<file path="config.mk">
export PLATFORM = sky130hd
export DESIGN_NAME = mac_accumulator
export DESIGN_NICKNAME = d
export VERILOG_FILES = /design/src/rtl/mac_pkg.sv /design/src/rtl/mac_tag_pipe.sv /design/src/rtl/mac_accumulator.sv
export SDC_FILE = /design/constraint.sdc
export NUM_CORES = 1
export LEC_CHECK = 0
export CORE_ASPECT_RATIO = 1.25
export CORE_MARGIN = 2
export CORE_UTILIZATION = 45
export CTS_CLUSTER_DIAMETER = 150
export CTS_CLUSTER_SIZE = 24
export DETAILED_ROUTE_END_ITERATION = 10
export PLACE_DENSITY = 0.75
export SETUP_SLACK_MARGIN = 0.4
export SLEW_MARGIN = 20
export SYNTH_ARGS = -nofsm -noshare
export SYNTH_HDL_FRONTEND = slang
export SYNTH_SLANG_ARGS = --single-unit
</file>
<file path="constraint.sdc">
create_clock -name clk -period 3.6 [get_ports clk]
set_clock_uncertainty 0.1 [all_clocks]
set_input_delay 0.9 -clock clk [delete_from_list [all_inputs] [get_ports clk]]
set_output_delay 0.9 -clock clk [all_outputs]
set_load 0.05 [all_outputs]
</file>
<file path="src/rtl/mac_pkg.sv">
// Shared types and helpers for the PE multiply-accumulate stage.
package mac_pkg;

  // Sideband tag carried alongside the multiplier pipeline.
  typedef struct packed {
    logic valid;
    logic last;
  } tag_t;

  localparam int TAG_W = $bits(tag_t);

  // Widest accumulator the limit helpers can describe.
  localparam int ACC_W_MAX = 64;

  // Largest signed value representable in `width` bits (zero-extended to 64).
  function automatic logic [ACC_W_MAX-1:0] acc_max(input int width);
    acc_max = (ACC_W_MAX'(1) << (width - 1)) - ACC_W_MAX'(1);
  endfunction

  // Smallest signed value representable in `width` bits (two's complement, 64 bits).
  function automatic logic [ACC_W_MAX-1:0] acc_min(input int width);
    acc_min = ~acc_max(width);
  endfunction

endpackage

</file>
<file path="src/rtl/mac_tag_pipe.sv">
// Enable-gated delay line for sideband tags that must stay aligned with a
// stallable datapath pipeline. Clears on reset so no stale tag can fire.
module mac_tag_pipe #(
  parameter int DEPTH = 6,
  parameter int W     = 2
) (
  input  logic         clk,
  input  logic         rst_n,
  input  logic         en,
  input  logic [W-1:0] data,
  output logic [W-1:0] delayed
);

  logic [W-1:0] stage [DEPTH];

  // Shift one position per advancing cycle; hold everything while en=0.
  always_ff @(posedge clk) begin
    if (!rst_n) begin
      for (int i = 0; i < DEPTH; i++) stage[i] <= '0;
    end else if (en) begin
      stage[0] <= data;
      for (int i = 1; i < DEPTH; i++) stage[i] <= stage[i-1];
    end
  end

  assign delayed = stage[DEPTH-1];

endmodule

</file>
<file path="src/rtl/mac_accumulator.sv">
// Accumulator stage behind the PE multiplier: aligns valid/last tags with the
// product, builds the dot product, and parks each finished result in a
// single-entry output register for the array drain path.
//
// Output handshake: a result transfers on any rising clk edge where
// out_valid=1 and out_ready=1. While out_valid=1, out_acc/out_count/out_sat
// stay stable until that transfer. hold mirrors out_valid & ~out_ready so the
// controller can freeze pip_en before a second result collides with the first.
module mac_accumulator
  import mac_pkg::*;
#(
  parameter int WIDTH_P   = 16,
  parameter int WIDTH_ACC = 32,
  parameter int LATENCY   = 6,
  parameter int CNT_W     = 8,
  parameter int SATURATE  = 1
) (
  input  logic                        clk,
  input  logic                        rst_n,
  input  logic                        pip_en,
  input  logic                        in_valid,
  input  logic                        in_last,
  input  logic signed [WIDTH_P-1:0]   prod,
  output logic                        hold,
  output logic                        out_valid,
  input  logic                        out_ready,
  output logic signed [WIDTH_ACC-1:0] out_acc,
  output logic [CNT_W-1:0]            out_count,
  output logic                        out_sat,
  output logic                        err_drop
);

  localparam int EXT_W = WIDTH_ACC + 1 - WIDTH_P;

  // Limits at sum width so the overflow compare is a plain signed compare.
  localparam logic signed [WIDTH_ACC:0] ACC_MAX = (WIDTH_ACC+1)'(acc_max(WIDTH_ACC));
  localparam logic signed [WIDTH_ACC:0] ACC_MIN = (WIDTH_ACC+1)'(acc_min(WIDTH_ACC));

  tag_t               tag_new;
  tag_t               tail;
  logic [TAG_W-1:0]   tail_bits;

  logic signed [WIDTH_ACC-1:0] acc;
  logic [CNT_W-1:0]            cnt;
  logic                        sat_run;

  logic signed [WIDTH_ACC:0]   sum_wide;
  logic signed [WIDTH_ACC-1:0] sum_res;
  logic                        ovf;
  logic [CNT_W-1:0]            cnt_inc;

  logic take;
  logic fin;
  logic accept;
  logic drop;
  logic load;

  // A last flag only means something on a valid pair.
  assign tag_new = '{valid: in_valid, last: in_last & in_valid};

  mac_tag_pipe #(
    .DEPTH (LATENCY),
    .W     (TAG_W)
  ) u_tag_pipe (
    .clk     (clk),
    .rst_n   (rst_n),
    .en      (pip_en),
    .data    (tag_new),
    .delayed (tail_bits)
  );

  assign tail = tag_t'(tail_bits);

  assign take   = pip_en & tail.valid;
  assign fin    = take & tail.last;
  assign accept = out_valid & out_ready;
  assign drop   = fin & out_valid & ~out_ready;
  assign load   = fin & ~drop;
  assign hold   = out_valid & ~out_ready;

  // Widened add of the aligned product, then clamp or wrap on overflow.
  always_comb begin
    sum_wide = {acc[WIDTH_ACC-1], acc} + {{EXT_W{prod[WIDTH_P-1]}}, prod};
    ovf      = (sum_wide > ACC_MAX) || (sum_wide < ACC_MIN);
    sum_res  = sum_wide[WIDTH_ACC-1:0];
    if (ovf && (SATURATE != 0)) begin
      sum_res = sum_wide[WIDTH_ACC] ? ACC_MIN[WIDTH_ACC-1:0] : ACC_MAX[WIDTH_ACC-1:0];
    end
  end

  // Term counter sticks at all-ones instead of rolling over.
  always_comb begin
    cnt_inc = (&cnt) ? cnt : cnt + CNT_W'(1);
  end

  // Running dot product; a last term restarts it so the next term starts fresh.
  always_ff @(posedge clk) begin
    if (!rst_n) begin
      acc     <= '0;
      cnt     <= '0;
      sat_run <= 1'b0;
    end else if (fin) begin
      acc     <= '0;
      cnt     <= '0;
      sat_run <= 1'b0;
    end else if (take) begin
      acc     <= sum_res;
      cnt     <= cnt_inc;
      sat_run <= sat_run | ovf;
    end
  end

  // Single-entry result register; a blocked register drops the newcomer.
  always_ff @(posedge clk) begin
    if (!rst_n) begin
      out_valid <= 1'b0;
      out_acc   <= '0;
      out_count <= '0;
      out_sat   <= 1'b0;
      err_drop  <= 1'b0;
    end else begin
      if (load) begin
        out_valid <= 1'b1;
        out_acc   <= sum_res;
        out_count <= cnt_inc;
        out_sat   <= sat_run | ovf;
      end else if (accept) begin
        out_valid <= 1'b0;
      end
      if (drop) err_drop <= 1'b1;
    end
  end

endmodule

</file>
==> results of run 1 <==
timing repair:
| item | 4_1_cts | 5_1_grt |
|---|---|---|
| pin swaps | 60 | 57 |
| resized for setup | 89 | 106 |
| setup endpoints to repair | 66 | 66 |
| gates cloned | 2 | 5 |
| setup buffers | 14 | 9 |
routing by layer:
layer / up-vias / share of wire, %
li1: 2795 / -
met1: 2838 / 39
met2: 218 / 51
met3: 62 / 4.6
met4: 0 / 5.1
met5: - / 0
sequential cells by signal, indices dropped and copies added (netlist names):
signal / cells
out_count: 8
out_valid: 1
u_tag_pipe.stage: 12
out_sat: 1
acc: 32
err_drop: 1
cnt: 8
out_acc: 32
sat_run: 1
metrics by stage:
step,cells,area (um^2),utilization (%),hold WS [ns]
6_report,1013,8635,71.33,0.3738
3_5_place_dp,967,7232,59.74,0.3636
2_1_floorplan,655,5565,-,0.3400
5_1_grt,1013,8635,71.33,0.3909
3_3_place_gp,967,7232,59.74,0.3445
4_1_cts,999,8011,66.18,0.3740
cell usage in the layout, fill, tap and decap left out, types with 10 or more instances in the layout:
cell type / count
clkdlybuf4s50_1: 48
xnor2_1: 18
nand2_1: 45
a21oi_2: 62
and3_1: 17
maj3_2: 13
inv_1: 10
ha_4: 26
o21ai_1: 17
buf_4: 131
xor2_1: 13
nand3_1: 16
edfxtp_1: 12
nor2_1: 23
clkbuf_16: 14
dfxtp_1: 84
a21oi_1: 37
o21ai_0: 82
critical path, cell delays in order:
cell       delay, ns
buf_2           0.10
ha_4            0.14
buf_4           0.10
buf_4           0.09
a211oi_1        0.06
buf_4           0.15
o211ai_4        0.20
nand3_4         0.13
a2111oi_4       0.43
nor4_4          0.06
buf_6           0.15
xnor2_4         0.16
buf_12          0.16
a21oi_4         0.23
clkbuf_16       0.22
a21oi_2         0.05
worst paths after layout:
check | from | end | slack (ns)
worst max-delay path | prod[0] | out_acc[19] | 0.38
worst max register to register | acc[0] | out_acc[19] | 0.61
worst min-delay path | out_count[6] | out_count[6] | 0.37
worst min register to register | out_count[6] | out_count[6] | 0.37
cell families after synthesis:
family / share of synthesized area (%)
AO/OA/AOI/OAI: 29.43
AND/OR/NAND/NOR: 13.87
flip-flops: 36.69
buffers and inverters: 4.092
adder cells (fa/ha/maj): 10.25
XOR/XNOR: 5.486
multiplexers: 0.1799
cell type report:
type,instances,area [um^2],area share [%]
tap,164,205.2,2.376
timing repair buffer,214,1953,22.62
inverter,11,41.29,0.4782
clock buffer,10,239.0,2.768
multi-input combinational,512,4098,47.46
clock inverter,6,56.30,0.6521
sequential,96,2042,23.65
power by group:
| group | total (mW) | switching [mW] | internal (mW) |
|---|---|---|---|
| Sequential | 1.15 | 0.0316 | 1.12 |
| Combinational | 1.01 | 0.535 | 0.477 |
| Clock | 0.960 | 0.456 | 0.504 |
==> reports/qor.csv, run 1 <==
stage,metric,value,unit
worst_setup_path,worstSetupEndpointType,register,
pwr,total_power,3.125,mW
finish,diodes,0,
clock_tree,cts_made_buffers,9,
clock_tree,htreeDepth,3,
worst_setup_path,worstPathMaxFanout,7,
global_route,grt_max_degree,44,
worst_setup_path,critPathKind,input port to register,
synthesis,synth_area,0.005565,mm^2
floorplanning,die_h,128.3,um
timing,finalSetupTns,0,ns
synthesis,synth_ff_type,dfxtp_1,
timing,period_share,89.43,%
synthesis,synth_nets,711,
route,vias,5913,
pwr,leakage,3.359,nW
route,ant_nets,0,
timing,rsz0062_at_grt,yes,
global_route,grt.total_usage,26.47,%
clock_tree,hold_buffers,0,
route,wirelength,19.08,mm
hold_path,hold_path_depth,2,
clock_tree,clk_latency,0.35,ns
synthesis,synth_enable_flop_cells,12,
timing,fmax,0.3106,GHz
timing,worst_slack,0.3805,ns
finish,drive_gt1_share,38.28,%
worst_setup_path,crit_arrival,3.36,ns
route,drt_first_pass_iters,7,
global_route,grt_pass1_wl,27.57,mm
global_route,grt-ovfl-total,0,
global_route,grt_pass1_vias,5758,
global_route,antenna_found_initial,0,
synthesis,ys_seq_elements,96,
route,vias_per_cell,5.837,
synthesis,yosys-top-cells-count,"96 x a21oi_1, 89 x o21ai_0, 84 x dfxtp_1, 54 x nand2_1, 33 x ha_1",
route,wire_per_inst,18.83,um
placed_design,post-place-ws,-0.4320,ns
floorplanning,pin_count,66,
synthesis,syn_inst,655,
global_route,use_met1,30.63,%
outcome,status,completed,
finish,nNetsFinal,900,
placed_design,place_congestion,0.8964,
synthesis,synth_top_area_share,30.22,%
floorplanning,row_count,45,
floorplanning,fp.dieW,103.5,um
clock_tree,clk_pin_slew_worst_paths,0.07,ns
timing,hold_viol,0,
global_route,busiest_layer,met2,
clock_tree,clock-sinks,96,
route,drcViolationCount,0,
pwr,vdd_drop_max,241.8,uV
timing,final-setup-viol-count,0,
global_route,grt_use_met3,4.508,%
floorplanning,core,0.01211,mm^2
timing,drv_slew,0,
route,drt_iter0_drc,374,
global_route,use_met2,45.88,%
placed_design,port_buffers,65,
placed_design,dpl.hpwl,12.30,mm
synthesis,synth_area_leader_cell,dfxtp_1,
synthesis,yosys_warnings,0,
worst_setup_path,worst-r2r-cell-count,15,
finish,fillers,872,
floorplanning,start_util,45.97,%
floorplanning,die_area,0.01328,mm^2
worst_setup_path,cp.required,3.74,ns
synthesis,synthTopCellsByArea,"dfxtp_1 30%, a21oi_1 8.6%, o21ai_0 8.0%",
timing,tightestPinTransition,0.5878,ns
hold_path,hp-class,register to register,
synthesis,ys_types,62,
synthesis,async_reset_ff_share,0,%
clock_tree,cts_root_buffer,clkbuf_16,
synthesis,ys_seq_area_share,36.69,%
flow_run,max_cap_viol_count,0,
clock_tree,cts_tree,done,
clock_tree,clock_path_buffers,2,
synthesis,yosysMostFrequentCell,a21oi_1,
worst_setup_path,startpoint_type,input port,
finish,syn_to_final_growth,55.15,%
timing,fin_crit,3.220,ns
pwr,powerDensity,361.9,mW/mm^2
timing,relSlewSlack,60.82,%
synthesis,syn_avg_cell_area,8.497,um^2
(Power assumes the default switching activity.)
==> run 2: changes to the inputs <==
--- a/config.mk
+++ b/config.mk
@@ -7,13 +7,14 @@
 export LEC_CHECK = 0
 export CORE_ASPECT_RATIO = 1.25
 export CORE_MARGIN = 2
-export CORE_UTILIZATION = 45
+export CORE_UTILIZATION = 35
 export CTS_CLUSTER_DIAMETER = 150
 export CTS_CLUSTER_SIZE = 24
 export DETAILED_ROUTE_END_ITERATION = 10
-export PLACE_DENSITY = 0.75
+export PLACE_DENSITY = 0.62
+export REMOVE_ABC_BUFFERS = 1
 export SETUP_SLACK_MARGIN = 0.4
-export SLEW_MARGIN = 20
+export SLEW_MARGIN = 10
 export SYNTH_ARGS = -nofsm -noshare
 export SYNTH_HDL_FRONTEND = slang
 export SYNTH_SLANG_ARGS = --single-unit
==> run 2 against run 1 <==
- sequential share of layout area down 0.36 points
- utilization down 15 points
- via count down 3.9%
- fmax down 0.39%
- critical path type unchanged
- largest cell class unchanged
==> reports/qor.csv, run 2 (synthesis results as in run 1) <==
stage,metric,value,unit,change
finish,drive_gt1_share,37.89,%,was 38.28%
outcome,status,completed,,unchanged
worst_setup_path,worstPathMaxFanout,7,,unchanged
floorplanning,start_util,35.74,%,was 45.97%
worst_setup_path,cpPeakStageDelay,0.37,ns,was 0.43 ns
floorplanning,pin_count,66,,unchanged
timing,relSlewSlack,63.61,%,was 60.82%
pwr,powerDensity,365.4,mW/mm^2,was 361.9 mW/mm^2
hold_path,hp-class,register to register,,unchanged
worst_setup_path,crit_chain,clkdlybuf4s15_1 > ha_4 > o211ai_1 > o211ai_2 > nand3_4 > a2111oi_4 > nor4_4 > buf_6 > xor2_4 > buf_12 > buf_16 > maj3_2 > a21oi_2,,was buf_2 > ha_4 > buf_4 > buf_4 > a211oi_1 > buf_4 > o211ai_4 > nand3_4 > a2111oi_4 > nor4_4 > buf_6 > xnor2_4 > buf_12 > a21oi_4 > clkbuf_16 > a21oi_2
timing,final-setup-viol-count,0,,unchanged
clock_tree,clock_path_buffers,2,,unchanged
clock_tree,cts_root_buffer,clkbuf_16,,unchanged
floorplanning,row_count,51,,was 45
route,drt_iter0_drc,245,,was 374
finish,diodes,0,,unchanged
global_route,grt.total_usage,21.34,%,was 26.47%
finish,syn_to_final_growth,57.53,%,was 55.15%
clock_tree,htreeDepth,3,,unchanged
placed_design,dpl.hpwl,12.11,mm,was 12.30 mm
clock_tree,clk_latency,0.35,ns,about the same
finish,fillers,1404,,was 872
route,wire_per_inst,17.41,um,was 18.83 um
global_route,grt-ovfl-total,0,,unchanged
finish,nNetsFinal,894,,was 900
timing,period_share,89.78,%,was 89.43%
worst_setup_path,startpoint_type,input port,,unchanged
timing,timing.hold.ws,0.3725,ns,was 0.3738 ns
global_route,grt_pass1_wl,28.50,mm,was 27.57 mm
worst_setup_path,crit_buf_inv,4,,was 7
floorplanning,die_h,145.0,um,was 128.3 um
timing,tightestPinTransition,0.5401,ns,was 0.5878 ns
route,drcViolationCount,0,,unchanged
timing,fin_crit,3.232,ns,was 3.220 ns
flow_run,max_cap_viol_count,0,,unchanged
timing,rsz0062_at_grt,yes,,unchanged
worst_setup_path,crit_family,compound AO/OA/AOI/OAI gates,,was buffers and inverters
worst_setup_path,worstSetupEndpointType,register,,unchanged
worst_setup_path,cp.required,3.78,ns,was 3.74 ns
clock_tree,cts_tree,done,,unchanged
route,drt_first_pass_iters,4,,was 7
pwr,total_power,3.204,mW,was 3.125 mW
worst_setup_path,critPathKind,input port to register,,unchanged
clock_tree,hold_buffers,0,,unchanged
worst_setup_path,slowest_stage,a2111oi_4,,unchanged
route,vias,5684,,"was 5,913"
global_route,grt_max_degree,56,,was 44
finish,reg_top3,"acc x32, out_acc x32, u_tag_pipe.stage x12",,unchanged
floorplanning,core,0.01557,mm^2,was 0.01211 mm^2
worst_setup_path,crit_arrival,3.42,ns,was 3.36 ns
pwr,vdd_drop_max,342.4,uV,was 241.8 uV
timing,drv_slew,0,,unchanged
finish,final_cell_mix,"118 x buf_4, 84 x dfxtp_1, 82 x o21ai_0",,"was 131 x buf_4, 84 x dfxtp_1, 82 x o21ai_0"
route,wirelength,18.36,mm,was 19.08 mm
global_route,antenna_found_initial,0,,unchanged
floorplanning,fp.dieW,116.8,um,was 103.5 um
clock_tree,clk_pin_slew_worst_paths,0.07,ns,about the same
placed_design,port_buffers,65,,unchanged
route,vias_per_cell,5.393,,was 5.837
finish,final_common_cell,buf_4,,unchanged
timing,fmax,0.3094,GHz,was 0.3106 GHz
clock_tree,clock-sinks,96,,unchanged
global_route,grt_pass1_vias,5673,,"was 5,758"
pwr,leakage,3.387,nW,was 3.359 nW
route,ant_nets,0,,unchanged
timing,hold_viol,0,,unchanged
placed_design,place_congestion,0.8930,,was 0.8964
floorplanning,die_area,0.01693,mm^2,was 0.01328 mm^2
clock_tree,cts_made_buffers,9,,unchanged
run 2: changes by cell type in the layout (fill, tap and decap cells not counted), moves of 3 or more:
cell	delta
buf_6	+4
o21ai_1	-5
clkbuf_16	-3
buf_12	+5
o21ai_2	+5
buf_4	-13
run 2: worst register-to-register path: cells and delay by family, from the launching register on:
family	cells	cell delay (ns)
AOI/OAI and AO/OA	6	0.92
adders and majority gates	2	0.60
buffers and inverters	4	0.63
DFF	1	0.34
and+or+nand+nor	2	0.17
run 2: final timing paths:
kind	from	end	slack (ns)	depth (start not counted)
min reg2reg	out_count[6]	out_count[6]	0.37	2
min	out_count[6]	out_count[6]	0.37	2
max	prod[4]	acc[15]	0.37	13
max reg2reg	acc[0]	out_acc[30]	0.74	14
run 2: per-stage QoR:
stage                     setup TNS, ns  utilization (%)  setup slack [ns]  area [um^2]  cells
after floorplan                  -17.92                -           -0.5361         5379    619
after global placement           -20.87            46.03           -0.3688         7167    999
after detailed placement         -20.83            46.03           -0.3845         7167    999
after CTS                             0            53.15            0.3739         8275   1046
after global routing                  0            56.31            0.2535         8767   1054
final                                 0            56.31            0.3680         8767   1054
run 2: repair_timing:
item | 4_1_cts | 5_1_grt
gates resized for setup | 108 | 108
gates cloned | 4 | 2
setup buffers | 28 | 6
hold endpoints to repair | 0 | 0
pin swaps | 39 | 46
setup endpoints to repair | 66 | 65
run 2: layer usage:
metal	GRT usage [%]	up-vias	routed length, um
met2	37.02	107	9454
li1	-	2774	-
met1	26.71	2774	7962
met4	6.000	0	382
met5	0	-	0
met3	3.801	29	556
run 2: power by group:
group          total [mW]  switching (mW)  internal, mW
Combinational        1.02           0.533         0.485
Clock                1.04           0.410         0.625
Sequential           1.15          0.0280          1.12
run 2: final cells by class:
type,count,area (um^2),share of cell area (%)
multi-input cells,512,4126,47.07
clock inverters,3,67.56,0.7707
repair buffers,208,1978,22.56
well taps,212,265.3,3.026
flip-flops and latches,96,2042,23.29
clock buffers,12,246.5,2.811
inverters,11,41.29,0.4710
==> run 3: changes to the inputs <==
--- a/config.mk
+++ b/config.mk
@@ -11,7 +11,7 @@
 export CTS_CLUSTER_DIAMETER = 150
 export CTS_CLUSTER_SIZE = 24
 export DETAILED_ROUTE_END_ITERATION = 10
-export PLACE_DENSITY = 0.62
+export PLACE_DENSITY_LB_ADDON = 0.25
 export REMOVE_ABC_BUFFERS = 1
 export SETUP_SLACK_MARGIN = 0.4
 export SLEW_MARGIN = 10
==> run 3 against run 2 <==
- clock power is 6% lower
- count of clock-buffer cells in the layout is 3 lower
- total power is 5.1% lower
- die area stayed put
- register-to-register slack better by 0.10 ns
- critical path depth is 1 lower
- non-clock buffer count is 9 lower
- first-iteration DRC count is 3.3% lower
- critical endpoint is now acc[6]
- largest cell class unchanged
==> reports/qor.csv, run 3 (synthesis results as in run 1) <==
stage,metric,value,unit,change
timing,final-setup-viol-count,0,,unchanged
global_route,grt_pass1_vias,5729,,"was 5,673"
clock_tree,htreeDepth,3,,unchanged
route,drcViolationCount,0,,unchanged
floorplanning,die_h,145.0,um,unchanged
worst_setup_path,crit_top_cell,a21oi_1,,
pwr,vdd_drop_max,278.7,uV,was 342.4 uV
floorplanning,start_util,35.74,%,unchanged
finish,fin_cells,1046,,"was 1,054"
clock_tree,hold_buffers,0,,unchanged
route,vias_per_cell,5.277,,was 5.393
hold_path,min_from,out_count[2],,was out_count[6]
floorplanning,pin_count,66,,unchanged
global_route,grt.total_usage,21.69,%,was 21.34%
clock_tree,cts_root_buffer,clkbuf_16,,unchanged
worst_setup_path,r2r_slack,0.84,ns,was 0.74 ns
global_route,grt_max_degree,34,,was 56
route,drt_iter0_drc,237,,was 245
timing,drv_slew,0,,unchanged
worst_setup_path,reg2reg_from,acc[0],,unchanged
worst_setup_path,crit_arrival,3.31,ns,was 3.42 ns
hold_path,hold_path_depth,2,,unchanged
floorplanning,die_area,0.01693,mm^2,unchanged
route,wirelength,17.54,mm,was 18.36 mm
worst_setup_path,worst-r2r-cell-count,11,,was 14
hold_path,hp-class,register to register,,unchanged
worst_setup_path,crit_chain,dlygate4sd2_1 > ha_4 > a21oi_1 > nand2b_1 > o2bb2ai_2 > a2111oi_4 > nor4_4 > xor2_2 > buf_6 > buf_12 > maj3_2 > a21oi_1,,was clkdlybuf4s15_1 > ha_4 > o211ai_1 > o211ai_2 > nand3_4 > a2111oi_4 > nor4_4 > buf_6 > xor2_4 > buf_12 > buf_16 > maj3_2 > a21oi_2
worst_setup_path,cp.required,3.79,ns,was 3.78 ns
finish,final_common_cell,buf_4,,unchanged
clock_tree,cts_tree,done,,unchanged
global_route,antenna_found_initial,0,,unchanged
worst_setup_path,slowest_stage,a2111oi_4,,unchanged
clock_tree,clock_path_buffers,2,,unchanged
placed_design,port_buffers,65,,unchanged
placed_design,dp_cells,1006,,was 999
floorplanning,core,0.01557,mm^2,unchanged
placed_design,place_congestion,0.9200,,was 0.8930
finish,nNetsFinal,885,,was 894
worst_setup_path,worstPathMaxFanout,7,,unchanged
timing,relSlewSlack,61.95,%,was 63.61%
global_route,grt_pass1_wl,28.96,mm,was 28.50 mm
placed_design,dpl.hpwl,12.43,mm,was 12.11 mm
worst_setup_path,r2r_end,acc[6],,was out_acc[30]
worst_setup_path,crit_start,prod[8],,was prod[4]
worst_setup_path,critPathKind,input port to register,,unchanged
finish,final_cell_mix,"121 x buf_4, 84 x dfxtp_1, 81 x a21oi_1, 81 x o21ai_0, 48 x nand2_1",,"was 118 x buf_4, 84 x dfxtp_1, 82 x o21ai_0"
route,vias,5520,,"was 5,684"
worst_setup_path,worstSetupEndpointType,register,,unchanged
pwr,total_power,3.039,mW,was 3.204 mW
timing,fmax,0.3201,GHz,was 0.3094 GHz
worst_setup_path,cpPeakStageDelay,0.42,ns,was 0.37 ns
flow_run,max_cap_viol_count,0,,unchanged
route,drt_first_pass_iters,5,,was 4
finish,diodes,0,,unchanged
finish,register_area,0.002042,mm^2,unchanged
worst_setup_path,startpoint_type,input port,,unchanged
clock_tree,clk_pin_slew_worst_paths,0.07,ns,about the same
global_route,grt-ovfl-total,0,,unchanged
clock_tree,clock-sinks,96,,unchanged
outcome,status,completed,,unchanged
finish,drive_gt1_share,30.58,%,was 37.89%
hold_path,min_to,out_count[2],,was out_count[6]
timing,period_share,86.79,%,was 89.78%
finish,fillers,1474,,"was 1,404"
timing,tightestPinTransition,0.5692,ns,was 0.5401 ns
timing,hold_viol,0,,unchanged
finish,syn_to_final_growth,48.65,%,was 57.53%
finish,reg_top3,"acc x32, out_acc x32, u_tag_pipe.stage x12",,unchanged
clock_tree,cts_made_buffers,9,,unchanged
timing,rsz0062_at_grt,no,,was yes
finish,multiInputGateArea,0.003835,mm^2,was 0.004126 mm^2
pwr,leakage,3.245,nW,was 3.387 nW
floorplanning,fp.dieW,116.8,um,unchanged
floorplanning,row_count,51,,unchanged
timing,fin_crit,3.124,ns,was 3.232 ns
route,wire_per_inst,16.77,um,was 17.41 um
pwr,powerDensity,367.4,mW/mm^2,was 365.4 mW/mm^2
route,ant_nets,0,,unchanged
clock_tree,clk_latency,0.36,ns,was 0.35 ns
[run 3: cell types whose count changed in the layout (fill, tap and decap cells not counted), moves of 5 or more]
cell / change
buf_12: -6
o21ai_1: +6
a21oi_1: +44
a21oi_2: -44
o21ai_2: -5
buf_6: -5
[run 3: cell type report]
cell class | instances | area share [%]
multi-input cells | 512 | 46.36
flip-flops and latches | 96 | 24.68
repair buffers | 199 | 21.66
well taps | 212 | 3.206
clock buffers | 9 | 2.722
clock inverters | 7 | 0.8772
inverters | 11 | 0.4991
[run 3: worst max-delay path by stage]
stage          depth (start not counted)  slack [ns]          end
2_1_floorplan                          6       -0.54   out_acc[0]
3_3_place_gp                          13       -0.38  out_acc[23]
3_5_place_dp                          13       -0.36  out_acc[23]
4_1_cts                               12        0.40      acc[11]
5_1_grt                               12        0.40      acc[30]
6_report                              12        0.48       acc[6]
[run 3: critical path: cells and delay by family]
family | cells | cell delay (ns)
compound gates | 4 | 0.85
fa+ha+maj | 2 | 0.59
buf+inv | 3 | 0.54
simple gates | 2 | 0.26
xor+xnor | 1 | 0.16
[run 3: power breakdown]
part / switching, mW / internal, mW
combinational: 0.471 / 0.442
sequential: 0.0301 / 1.12
clock: 0.436 / 0.538
total: 0.937 / 2.10
[run 3: repair_timing]
| action | 4_1_cts | 5_1_grt |
|---|---|---|
| pin swaps | 52 | 13 |
| endpoints found under the setup margin | 66 | 65 |
| cloned | 4 | 0 |
| hold endpoints to repair | 0 | 0 |
| gates resized for setup | 115 | 22 |
| setup buffers | 15 | 5 |
[run 3: stage by stage]
step                utilization [%]  setup slack (ns)  setup TNS, ns  cell area, um^2  hold slack (ns)
global route                  53.13            0.3981              0             8273           0.4065
floorplan                         -           -0.5361         -17.92             5379           0.3400
CTS                           52.47            0.4034              0             8169           0.3734
detailed placement            46.21           -0.3630         -18.60             7194           0.3565
finish                        53.13            0.4757              0             8273           0.3678
global placement              46.21           -0.3796         -18.80             7194           0.3555
[run 3: routing by layer]
layer	track usage [%]	routed length, um	vias up
met5	0	0	-
met4	6.588	382	0
met3	4.720	711	23
met2	36.18	8808	100
met1	27.69	7638	2639
li1	-	-	2758
